$ cat config.mk
export PLATFORM = sky130hd
export DESIGN_NAME = retire_trace_fifo
export DESIGN_NICKNAME = d
export VERILOG_FILES = /design/src/rtl/retire_trace_pkg.sv /design/src/rtl/retire_trace_mem.sv /design/src/rtl/retire_trace_fifo.sv
export SDC_FILE = /design/constraint.sdc
export NUM_CORES = 1
export LEC_CHECK = 0
export ABC_CLOCK_PERIOD_IN_PS = 14000
export CORE_ASPECT_RATIO = 0.8
export CORE_MARGIN = 8
export CORE_UTILIZATION = 63
export DETAILED_ROUTE_END_ITERATION = 10
export HOLD_SLACK_MARGIN = 0.08
export PLACE_DENSITY = 0.91
export SYNTH_ARGS = -nofsm -noshare
export SYNTH_HDL_FRONTEND = slang
export SYNTH_SLANG_ARGS = --single-unit
$ cat constraint.sdc
create_clock -name clk -period 14 [get_ports clk]
set_input_delay 1.4 -clock clk [delete_from_list [all_inputs] [get_ports clk]]
set_output_delay 1.4 -clock clk [all_outputs]
set_load 0.02 [all_outputs]
$ cat src/rtl/retire_trace_pkg.sv
`default_nettype none
// ============================================================================
//  Module      : retire_trace_pkg
//  Description : Shared widths and the trace record layout for the
//                retirement trace FIFO.
//  Revision    : 1.0  initial release
// ============================================================================
package retire_trace_pkg;

    localparam int TRACE_W  = 96;   // pc + inst + result
    localparam int TSTAMP_W = 32;   // cycle stamp width (optional feature)
    localparam int DROP_W   = 16;   // saturating drop counter width

    typedef struct packed {
        logic [31:0] pc;
        logic [31:0] inst;
        logic [31:0] result;
    } trace_entry_t;

endpackage
`default_nettype wire

$ cat src/rtl/retire_trace_mem.sv
`default_nettype none
// ============================================================================
//  Module      : retire_trace_mem
//  Description : DEPTH x DATA_W trace storage, one synchronous write port and
//                one asynchronous read port. Contents are not reset.
//  Revision    : 1.0  initial release
// ============================================================================
module retire_trace_mem #(
    parameter int DEPTH  = 8,
    parameter int AW     = 3,
    parameter int DATA_W = 96
) (
    input  logic              clk,
    input  logic              i_wr_en,
    input  logic [AW-1:0]     i_wr_addr,
    input  logic [DATA_W-1:0] i_wr_data,
    input  logic [AW-1:0]     i_rd_addr,
    output logic [DATA_W-1:0] o_rd_data
);

    logic [DATA_W-1:0] r_mem [DEPTH];

    // Write the incoming record at the tail slot.
    always_ff @(posedge clk) begin
        if (i_wr_en) begin
            r_mem[i_wr_addr] <= i_wr_data;
        end
    end

    assign o_rd_data = r_mem[i_rd_addr];

endmodule
`default_nettype wire

$ cat src/rtl/retire_trace_fifo.sv
`default_nettype none
// ============================================================================
//  Module      : retire_trace_fifo
//  Description : Captures one {pc, inst, result} record per retired
//                instruction into a circular buffer and drains it over a
//                valid/ready port. Records arriving while full (and not
//                popped that cycle) are dropped and counted.
//                Optional macro RETIRE_TSTAMP_EN adds a free-running cycle
//                stamp stored with every entry and the out_tstamp port.
//  Revision    : 1.0  initial release
// ============================================================================
module retire_trace_fifo
    import retire_trace_pkg::*;
#(
    parameter int DEPTH = 8,
    parameter int AW    = 3
) (
    input  logic              clk,
    input  logic              resetn,        // active-high async reset despite the name
    input  logic              clear,
    input  logic              retire_valid,
    input  logic [31:0]       retire_pc,
    input  logic [31:0]       retire_inst,
    input  logic [31:0]       retire_result,
    output logic              out_valid,
    input  logic              out_ready,
    output logic [31:0]       out_pc,
    output logic [31:0]       out_inst,
    output logic [31:0]       out_result,
`ifdef RETIRE_TSTAMP_EN
    output logic [31:0]       out_tstamp,
`endif
    output logic [AW:0]       count,
    output logic              overflow,
    output logic [DROP_W-1:0] drop_cnt
);

`ifdef RETIRE_TSTAMP_EN
    localparam int MEM_W = TRACE_W + TSTAMP_W;
`else
    localparam int MEM_W = TRACE_W;
`endif
    localparam logic [AW:0] c_full = (AW+1)'(DEPTH);

    logic [AW-1:0]     r_wr_ptr;
    logic [AW-1:0]     r_rd_ptr;
    logic [AW:0]       r_count;
    logic              r_out_valid;
    logic              r_overflow;
    logic [DROP_W-1:0] r_drop_cnt;

    logic              w_pop;
    logic              w_push;
    logic              w_drop;
    logic              w_wr_en;
    logic [AW:0]       w_count_nxt;
    trace_entry_t      w_wr_entry;
    trace_entry_t      w_head;
    logic [MEM_W-1:0]  w_wr_data;
    logic [MEM_W-1:0]  w_rd_data;

    // A push is allowed when there is room, or when a pop frees the slot in
    // the same cycle. Pop only sees the registered valid, so an empty FIFO
    // never bypasses the incoming record to the output.
    assign w_pop   = r_out_valid & out_ready;
    assign w_push  = retire_valid & ((r_count != c_full) | w_pop);
    assign w_drop  = retire_valid & ~w_push;
    assign w_wr_en = w_push & ~clear;

    assign w_wr_entry = '{pc: retire_pc, inst: retire_inst, result: retire_result};

`ifdef RETIRE_TSTAMP_EN
    logic [TSTAMP_W-1:0] r_tstamp;

    // Free-running cycle counter; only reset clears it, clear does not.
    always_ff @(posedge clk or posedge resetn) begin
        if (resetn) begin
            r_tstamp <= '0;
        end else begin
            r_tstamp <= r_tstamp + 1'b1;
        end
    end

    assign w_wr_data  = {r_tstamp, w_wr_entry};
    assign out_tstamp = r_out_valid ? w_rd_data[MEM_W-1:TRACE_W] : '0;
`else
    assign w_wr_data  = w_wr_entry;
`endif

    // Occupancy after this cycle's push/pop.
    always_comb begin
        w_count_nxt = r_count;
        case ({w_push, w_pop})
            2'b10:   w_count_nxt = r_count + 1'b1;
            2'b01:   w_count_nxt = r_count - 1'b1;
            default: w_count_nxt = r_count;
        endcase
    end

    // Pointer, occupancy and overflow bookkeeping; clear beats push/pop.
    always_ff @(posedge clk or posedge resetn) begin
        if (resetn) begin
            r_wr_ptr    <= '0;
            r_rd_ptr    <= '0;
            r_count     <= '0;
            r_out_valid <= 1'b0;
            r_overflow  <= 1'b0;
            r_drop_cnt  <= '0;
        end else if (clear) begin
            r_wr_ptr    <= '0;
            r_rd_ptr    <= '0;
            r_count     <= '0;
            r_out_valid <= 1'b0;
            r_overflow  <= 1'b0;
            r_drop_cnt  <= '0;
        end else begin
            if (w_push) begin
                r_wr_ptr <= r_wr_ptr + 1'b1;
            end
            if (w_pop) begin
                r_rd_ptr <= r_rd_ptr + 1'b1;
            end
            r_count     <= w_count_nxt;
            r_out_valid <= (w_count_nxt != '0);
            if (w_drop) begin
                r_overflow <= 1'b1;
                if (r_drop_cnt != '1) begin
                    r_drop_cnt <= r_drop_cnt + 1'b1;
                end
            end
        end
    end

    retire_trace_mem #(
        .DEPTH  (DEPTH),
        .AW     (AW),
        .DATA_W (MEM_W)
    ) u_mem (
        .clk       (clk),
        .i_wr_en   (w_wr_en),
        .i_wr_addr (r_wr_ptr),
        .i_wr_data (w_wr_data),
        .i_rd_addr (r_rd_ptr),
        .o_rd_data (w_rd_data)
    );

    // Head fields are forced to zero while empty so stale storage never leaks.
    assign w_head     = trace_entry_t'(w_rd_data[TRACE_W-1:0]);
    assign out_valid  = r_out_valid;
    assign out_pc     = r_out_valid ? w_head.pc     : '0;
    assign out_inst   = r_out_valid ? w_head.inst   : '0;
    assign out_result = r_out_valid ? w_head.result : '0;
    assign count      = r_count;
    assign overflow   = r_overflow;
    assign drop_cnt   = r_drop_cnt;

endmodule
`default_nettype wire

==> results.toml <==
[setup_path]
cp_max_fo = 60
startpoint_type = "flop"
worstPathRequired_ps = 12600
critical_path_arrival_ps = 4610
r2r-end = "u_mem.r_mem[5][69]"
path_class = "reg -> out"
reg2regPathDepth = 5
crit_path_end_kind = "primary output"
worstReg2RegStart = "out_valid"
regToRegSetupSlack_ps = 9520

[logic_synthesis]
synth_edf_count = 768
netlist_instances = 1404
synthTopCellsByArea = "edfxtp_1 74%, mux4_2 14%, mux2i_1 3.2%, dfrtp_1 2.3%, nor2b_1 2.0%"
synth-async-reset-ratio_pct = 3.52
syn_nets = 1511
synth-main-ff-cell = "edfxtp_1"
ys_seq_area_share_pct = 76.6
synth_warnings = 0
synth_area_per_cell_um2 = 22.1
ys_ff_latch = 796
synthTopCellsByCount = "768 x edfxtp_1, 192 x mux4_2, 101 x nor2b_1"
synthDistinctLibCells = 52
yosysTopAreaCell = "edfxtp_1"
synth_most_common_cell = "edfxtp_1"
syn_area_um2 = 31000
synth_top_cell_area_share_pct = 74.4

[detailed_routing]
ant_nets = 0
drc = 0
first_pass_iters = 5
drtIter0Drc = 1729
vias_per_cell = 6.63
vias = 15519
wl_per_cell_um = 31.5
drt_wl_total_um = 73600

[cts]
numCtsBuffers = 72
clk_latency_ps = 610
ctsResizeCount = 0
root_buffer = "clkbuf_16"
cts_tree = "done"
post_cts_buffers = 0
clk_pin_slew_ps = 60
cts_hold_buf = 0
clkSinkCount = 796
htree_levels = 3
clk_path_buf_depth = 3

[sta]
fin_crit_ps = 6010
worst-slew-pin-transition_ps = 1190
worst_slack_ps = 7990
slew_headroom_pct = 20.4
setup_viol_count_final = 0
slew_viol_final = 0
grt_setup_unrepaired = "false"
max_freq_ghz = 0.166
final_hold_viol_count = 0
finalClockSkew_ps = 13.2
hold_ws_ps = 500
min_period_over_period_pct = 42.9
tns_ps = 0

[floorplan]
start_util_pct = 64.0
die_w_um = 264
num_rows = 72
die_height_um = 214
io_pins = 219
core_um2 = 48500
die_area_um2 = 56600

[hold_path]
min_path_cells = 2
min_path_type = "reg -> reg"
holdPathEnd = "overflow"
hp-start = "overflow"

[global_routing]
grt_pass1_wl_um = 108000
grt_pass1_vias = 16052
grt_overflow_total = 0
grt_antenna_before_repair = 14
grtUsageTotal_pct = 25.8
grt_start_max_net_pins = 107

[outcome]
status = "finished clean"

[job]
drv_cap = 0

[power_and_ir_drop]
power.density_nw_per_um2 = 160
max-vdd-ir-drop_mv = 0.110
total_leakage_power_uw = 0.0111

[placement]
placed_cells = 2200
gp_congestion = 0.768
dpl_worst_slack_ps = 8800
dp_hpwl_um = 37700
dpl_cell_area_um2 = 33900
io_buffers = 218

[final_layout]
final-instance-count-excl-fill = 2339
design_area_um2 = 36300
syn2layout_area_growth_pct = 17.0
fin_nets = 1752
drive_above_1_share_pct = 20.0
## how the worst max path moves through the flow
stage                           start                 to  slack, ps  cells after the start
after floorplan             out_ready  u_mem.r_mem[1][0]       4690                      5
after global placement    r_rd_ptr[1]          out_pc[3]       8820                      6
after detailed placement  r_rd_ptr[1]          out_pc[1]       8800                      6
after CTS                 r_rd_ptr[1]          out_pc[3]       8010                      6
after global routing      r_rd_ptr[1]          out_pc[3]       7890                      6
final                     r_rd_ptr[1]          out_pc[3]       7990                      6
## cell type report
class                           count  area [um2]
Clock buffer                       85        1890
Antenna cell                       10        25.0
Multi-Input combinational cell    528        6950
Tap cell                          629         787
Clock inverter                     44         465
Sequential cell                   796       23800
Timing Repair Buffer              241        2370
Fill cell                        2531       12200
Inverter                            6        22.5
## layout by cell type (no fill, tap or decap), types with 10 or more instances in the layout
cell type | Yosys | routed
a21oi_1 | 10 | 10
clkinv_2 | 0 | 10
nor2b_1 | 101 | 101
clkbuf_1 | 26 | 11
mux4_2 | 192 | 192
dfrtp_1 | 28 | 24
nor2_1 | 21 | 15
clkinv_1 | 0 | 16
diode_2 | 0 | 10
clkdlybuf4s50_1 | 0 | 218
edfxtp_1 | 768 | 768
mux2i_1 | 99 | 99
clkbuf_16 | 0 | 74
buf_4 | 2 | 22
## state kept, by name (all words and copies together) (netlist names)
| register | flops |
|---|---|
| count | 4 |
| drop_cnt | 16 |
| out_valid | 1 |
| overflow | 1 |
| r_rd_ptr | 3 |
| r_wr_ptr | 3 |
| u_mem.r_mem | 768 |
## through the flow
stage	util (%)	total power [uW]
2_1_floorplan	-	3430
3_3_place_gp	69.9	3800
3_5_place_dp	69.9	3830
4_1_cts	74.8	5830
5_1_grt	74.9	5970
6_report	74.9	5800
## kinds of logic after synthesis
| kind of cell | Yosys count | share of synthesized area (%) |
|---|---|---|
| flip-flops | 796 | 76.6 |
| buffers and inverters | 80 | 1.16 |
| XOR/XNOR | 6 | 0.169 |
| AO/OA/AOI/OAI | 36 | 0.807 |
| AND/OR/NAND/NOR | 184 | 3.66 |
| multiplexers | 296 | 17.3 |
| adder cells (fa/ha/maj) | 6 | 0.266 |
## routing by layer
| layer | GRT usage (%) | up-vias | share of wire [%] | wire (um) |
|---|---|---|---|---|
| li1 | - | 6316 | - | - |
| met1 | 33.7 | 8122 | 37 | 27500 |
| met5 | 0 | - | 0.077 | 57 |
| met3 | 5.99 | 157 | 8.3 | 6130 |
| met2 | 42.2 | 914 | 50 | 37100 |
| met4 | 10.2 | 10 | 3.8 | 2800 |
## where the power goes
group | switching (uW) | internal (uW) | leakage, uW
sequential | 97.9 | 2670 | 0.00731
clock | 873 | 1130 | 0.00115
combinational | 510 | 516 | 0.00264
total | 1480 | 4320 | 0.0111
## worst max-delay path, stage by stage, from the launching register on
cell	delay [ps]
dfrtp_4	840
buf_4	790
buf_4	740
mux4_2	450
mux2i_1	470
nor2b_1	100
clkdlybuf4s50_1	560
Power figures use the tool's default switching activity.
